===== src/rtl/uart_pkg.sv =====
// Shared UART byte types and character constants.
// Imported by the receive-side buffer and the strobe detector.
package uart_pkg;

  localparam int UART_BYTE_W = 8;

  typedef logic [UART_BYTE_W-1:0] uart_byte_t;

  localparam uart_byte_t ASCII_LF = 8'h0A;
  localparam uart_byte_t ASCII_CR = 8'h0D;

endpackage


===== src/rtl/strobe_edge_det.sv =====
// Rising-edge detector for valid strobes of any length.
// One rise pulse per low-to-high transition of in.
module strobe_edge_det (
  input  logic clk,
  input  logic rst,
  input  logic in,
  output logic rise
);

  logic in_q;

  always_ff @(posedge clk or posedge rst) begin
    if (rst) in_q <= 1'b0;
    else     in_q <= in;
  end

  assign rise = in & ~in_q;

endmodule


===== src/rtl/uart_rx_fifo.sv =====
// FWFT receive FIFO behind uart_rx, one entry per valid assertion.
// Define UART_RX_FIFO_LINE_EN to build the complete-line counter.
module uart_rx_fifo
  import uart_pkg::*;
#(
  parameter int         DEPTH     = 16,
  parameter uart_byte_t LINE_TERM = ASCII_LF
) (
  input  logic                     clk,
  input  logic                     rst,
  input  logic [7:0]               rx_data,
  input  logic                     rx_valid,
  output logic [7:0]               rd_data,
  output logic                     rd_valid,
  input  logic                     rd_ready,
  output logic [$clog2(DEPTH):0]   count,
  output logic                     full,
  output logic                     overflow,
  input  logic                     ovf_clr,
  output logic [$clog2(DEPTH):0]   line_cnt,
  output logic                     line_avail
);

  localparam int AW = $clog2(DEPTH);
  localparam int CW = AW + 1;

  uart_byte_t      mem [DEPTH];
  logic [AW-1:0]   wr_ptr;
  logic [AW-1:0]   rd_ptr;
  logic [CW-1:0]   cnt_q;
  logic            ovf_q;
  logic            push;
  logic            pop;
  logic            wr_en;
  logic            drop;
  uart_byte_t      head;

  strobe_edge_det u_edge (
    .clk  (clk),
    .rst  (rst),
    .in   (rx_valid),
    .rise (push)
  );

  assign rd_valid = cnt_q != '0;
  assign full     = cnt_q == CW'(DEPTH);
  assign pop      = rd_valid & rd_ready;
  // A full FIFO still accepts when the head leaves in the same cycle.
  assign wr_en    = push & (~full | pop);
  assign drop     = push & full & ~pop;
  assign head     = mem[rd_ptr];
  assign rd_data  = rd_valid ? head : '0;
  assign count    = cnt_q;
  assign overflow = ovf_q;

  always_ff @(posedge clk) begin
    if (wr_en) mem[wr_ptr] <= rx_data;
  end

  always_ff @(posedge clk or posedge rst) begin
    if (rst) begin
      wr_ptr <= '0;
      rd_ptr <= '0;
    end else begin
      if (wr_en) wr_ptr <= wr_ptr + 1'b1;
      if (pop)   rd_ptr <= rd_ptr + 1'b1;
    end
  end

  always_ff @(posedge clk or posedge rst) begin
    if (rst) begin
      cnt_q <= '0;
    end else begin
      unique case ({wr_en, pop})
        2'b10:   cnt_q <= cnt_q + CW'(1);
        2'b01:   cnt_q <= cnt_q - CW'(1);
        default: cnt_q <= cnt_q;
      endcase
    end
  end

  always_ff @(posedge clk or posedge rst) begin
    if (rst)          ovf_q <= 1'b0;
    else if (drop)    ovf_q <= 1'b1;
    else if (ovf_clr) ovf_q <= 1'b0;
  end

`ifdef UART_RX_FIFO_LINE_EN
  logic [CW-1:0] lines_q;
  logic          term_in;
  logic          term_out;

  assign term_in  = wr_en & (rx_data == LINE_TERM);
  assign term_out = pop & (head == LINE_TERM);

  always_ff @(posedge clk or posedge rst) begin
    if (rst) begin
      lines_q <= '0;
    end else begin
      unique case ({term_in, term_out})
        2'b10:   lines_q <= lines_q + CW'(1);
        2'b01:   lines_q <= lines_q - CW'(1);
        default: lines_q <= lines_q;
      endcase
    end
  end

  assign line_cnt   = lines_q;
  assign line_avail = lines_q != '0;
`else
  assign line_cnt   = '0;
  assign line_avail = 1'b0;
`endif

endmodule


===== config.mk =====
export PLATFORM = sky130hd
export DESIGN_NAME = uart_rx_fifo
export DESIGN_NICKNAME = d
export VERILOG_FILES = /design/src/rtl/uart_pkg.sv /design/src/rtl/strobe_edge_det.sv /design/src/rtl/uart_rx_fifo.sv
export SDC_FILE = /design/constraint.sdc
export NUM_CORES = 1
export LEC_CHECK = 0
export ABC_AREA = 1
export BUFFER_PORTS_ARGS = -buffer_cell sky130_fd_sc_hd__buf_2
export CAP_MARGIN = 25
export CELL_PAD_IN_SITES_DETAIL_PLACEMENT = 0
export CELL_PAD_IN_SITES_GLOBAL_PLACEMENT = 1
export CORE_MARGIN = 1
export CORE_UTILIZATION = 49
export DETAILED_ROUTE_END_ITERATION = 8
export GPL_TIMING_DRIVEN = 0
export PLACE_DENSITY_LB_ADDON = 0.1
export SLEW_MARGIN = 40
export SYNTH_ARGS = -nofsm -noshare
export SYNTH_HDL_FRONTEND = slang
export SYNTH_SLANG_ARGS = --single-unit

===== constraint.sdc =====
create_clock -name clk -period 2.6 [get_ports clk]
set_clock_uncertainty 0.05 [all_clocks]
set_input_delay 0.52 -clock clk [delete_from_list [all_inputs] [get_ports clk]]
set_output_delay 0.52 -clock clk [all_outputs]
set_load 0.02 [all_outputs]

==> impl_metrics.json <==
{
  "synth.avg_cell_area_um2": 12.20,
  "fmax_ghz": 0.3762,
  "period_minus_slack_ns": 2.658,
  "cp_cell_sequence": "buf_6 > inv_6 > buf_12 > buf_12 > nor2_2 > o221ai_1 > nand3_1 > a21oi_2 > buf_6",
  "drt-initial-drc-count": 310,
  "h-tree-depth": 4,
  "grt_max_degree": 17,
  "startpoint_type": "register",
  "grt_pass1_vias": 3859,
  "ys_seq_elements": 143,
  "setup_viol": 8,
  "antenna_found_initial": 0,
  "fin_crit_sh": 1.022,
  "numPortBuffers": 28,
  "cp_top_family": "buffers and inverters",
  "wl_per_cell_um": 20.94,
  "clock_latency_ns": 0.42,
  "dp_cells": 674,
  "tightestPinTransition_ns": 0.8467,
  "cts_tree": "yes",
  "critPathSlowestCell": "dfrtp_1",
  "cp.required_ns": 2.03,
  "cts_made_buffers": 17,
  "slew_viol_final": 0,
  "rows": 40,
  "use_met2": 0.3835,
  "cp.arrival_ns": 2.09,
  "slowest_delay_ns": 0.39,
  "drc": 0,
  "dieArea_um2": 12720,
  "grt_pass1_wl_um": 22300,
  "grt_use_met3": 0.05731,
  "violations": "negative setup slack",
  "ys_types": 28,
  "drtPass1Iterations": 5,
  "final_cells": 714,
  "routed_wl_um": 14950,
  "power.density_nw_per_um2": 1218,
  "max-cap-violations": 0,
  "die_h_um": 112.8,
  "start_util": 0.5006,
  "ant_nets": 0,
  "status": "finished, violations left",
  "vias": 4077,
  "layout-drive-gt1-share": 0.2522,
  "dp_hpwl_um": 9557,
  "finalHoldViolCount": 0,
  "leakagePower_nw": 2.691,
  "area_growth_pct": 22.26,
  "hp-class": "in -> async",
  "slew-limit-headroom": 0.4335,
  "synth_cells": 493,
  "viasPerCell": 5.710,
  "gr-usage-all-layers": 0.2483,
  "cts.sinks": 143,
  "globalplace.congestion": 0.8100,
  "met1_usage": 0.3412,
  "ctsHoldBuffers": 0,
  "pre_cts_ws_ns": -0.01404,
  "top_usage_layer": "met2",
  "die-width_um": 112.8,
  "finish.net_count": 574,
  "yosysWarnings": 0,
  "synth_area_um2": 6013,
  "core_area_um2": 12010,
  "gr-total-overflow": 0,
  "final_util": 0.6121,
  "clk_pin_slew_ns": 0.06,
  "io_pins": 35,
  "antenna-diode-count": 0,
  "rsz0062_at_grt": "yes",
  "critical_path_class": "reg -> out",
  "ys_seq_area_frac": 0.7016,
  "finalWorstSetupSlack_ns": -0.05827,
  "path_buf_inv": 5,
  "cp-end-kind": "output port",
  "crit_fanout": 10,
  "cts_buffer_depth": 2,
  "peakVddDrop_uv": 610.1,
  "cts_root_buffer": "clkbuf_16"
}
[worst reg2reg max path, stage by stage, from the launching register on]
cell and delay [ns]:
dfrtp_1 0.46, nor2_2 0.08, nand2_1 0.08, nor2_2 0.06
a21oi_4 0.26, nand2_1 0.21, nor2_1 0.68
[cells in the mapped netlist, drive strengths merged]
| cell type | number | area, um^2 |
|---|---|---|
| a21oi | 9 | 56.31 |
| buf | 21 | 147.6 |
| clkbuf | 9 | 33.78 |
| clkinv | 1 | 3.750 |
| conb | 1 | 3.750 |
| dfrtp | 15 | 375.4 |
| edfxtp | 128 | 3844 |
| ha | 7 | 87.58 |
| inv | 29 | 111.4 |
| nand2 | 32 | 122.6 |
| nand3 | 19 | 105.1 |
| nand4 | 5 | 31.28 |
| nor2 | 98 | 372.9 |
| nor3 | 2 | 10.01 |
| o21ai | 75 | 375.4 |
| o221ai | 20 | 175.2 |
| o22ai | 14 | 87.58 |
| xor2 | 8 | 70.07 |
[sequential cells by signal, summed over array words and instances (netlist names)]
signal,count
overflow,1
count,5
rd_ptr,4
u_edge.in_q,1
wr_ptr,4
mem,128
[worst paths after layout]
kind	startpoint	endpoint	slack, ns	depth (start not counted)
worst max register to register	count[0]$_DFFE_PP0P_	mem[5][5]$_DFFE_PP_	0.34	6
min in group clk	rx_valid	u_edge.in_q$_DFF_PP0_	0.17	1
max in group asynchronous	rst	rd_ptr[1]$_DFFE_PP0P_	1.93	2
worst min register to register	overflow$_DFFE_PP0P_	overflow$_DFFE_PP0P_	0.49	2
worst min-delay path	rst	overflow$_DFFE_PP0P_	0.13	2
worst max-delay path	rd_ptr[0]$_DFFE_PP0P_	rd_data[2]	-0.06	9
[kinds of logic after synthesis]
logic type	synth area share
adders and majority gates	0.01456
AOI/OAI and AO/OA	0.1155
xor gates and xnor gates	0.01165
buffers and inverters	0.04931
DFF	0.7016
other	0.0006236
and+or+nand+nor	0.1067
[per-layer routing]
layer / vias to the layer above / share of wire
met5: - / 0
met4: 0 / 0.018
met3: 25 / 0.064
met2: 161 / 0.47
met1: 1995 / 0.45
li1: 1896 / -
[repair_timing]
item | 4_1_cts | 5_1_grt
buffers inserted | 4 | 1
setup endpoints to repair | 8 | 8
pin swaps | 13 | 12
gates resized for setup | 56 | 28
gates cloned | 1 | 2
[placed cells by master (no fill, tap or decap), drive strengths merged, types with 5 or more instances in the layout]
| cell | n |
|---|---|
| a21oi | 9 |
| buf | 55 |
| clkbuf | 34 |
| clkinv | 5 |
| conb | 6 |
| dfrtp | 15 |
| edfxtp | 128 |
| ha | 7 |
| inv | 29 |
| nand2 | 32 |
| nand3 | 19 |
| nand4 | 5 |
| nor2 | 98 |
| o21ai | 75 |
| o221ai | 20 |
| o22ai | 14 |
| xor2 | 8 |
[area by class of cell]
cell class | count | area [um^2]
clock inverters | 10 | 136.4
fillers | 946 | 4659
repair buffers | 37 | 267.8
plain buffers | 30 | 277.8
flip-flops and latches | 143 | 4220
well taps | 147 | 183.9
clock buffers | 22 | 474.2
inverters | 30 | 121.4
multi-input cells | 295 | 1670
[where the power goes]
group | total [mW] | internal (mW) | leakage [nW] | switching [mW]
clock network | 2.48 | 1.58 | 0.292 | 0.900
registers | 2.87 | 2.71 | 1.33 | 0.155
logic | 3.61 | 1.36 | 1.07 | 2.25
total | 8.96 | 5.65 | 2.69 | 3.31
[metrics by stage]
step	area [um^2]	setup TNS [ns]	power (mW)	hold WS, ns
floorplan	6032	0	4.816	0.3715
global placement	6356	-2.199	5.790	0.4684
detailed placement	6381	-0.01404	5.829	0.4746
CTS	7194	-0.2430	8.677	0.1419
global route	7352	-0.9138	9.366	0.1604
finish	7352	-0.2073	8.958	0.1273
(Power assumes the default switching activity.)
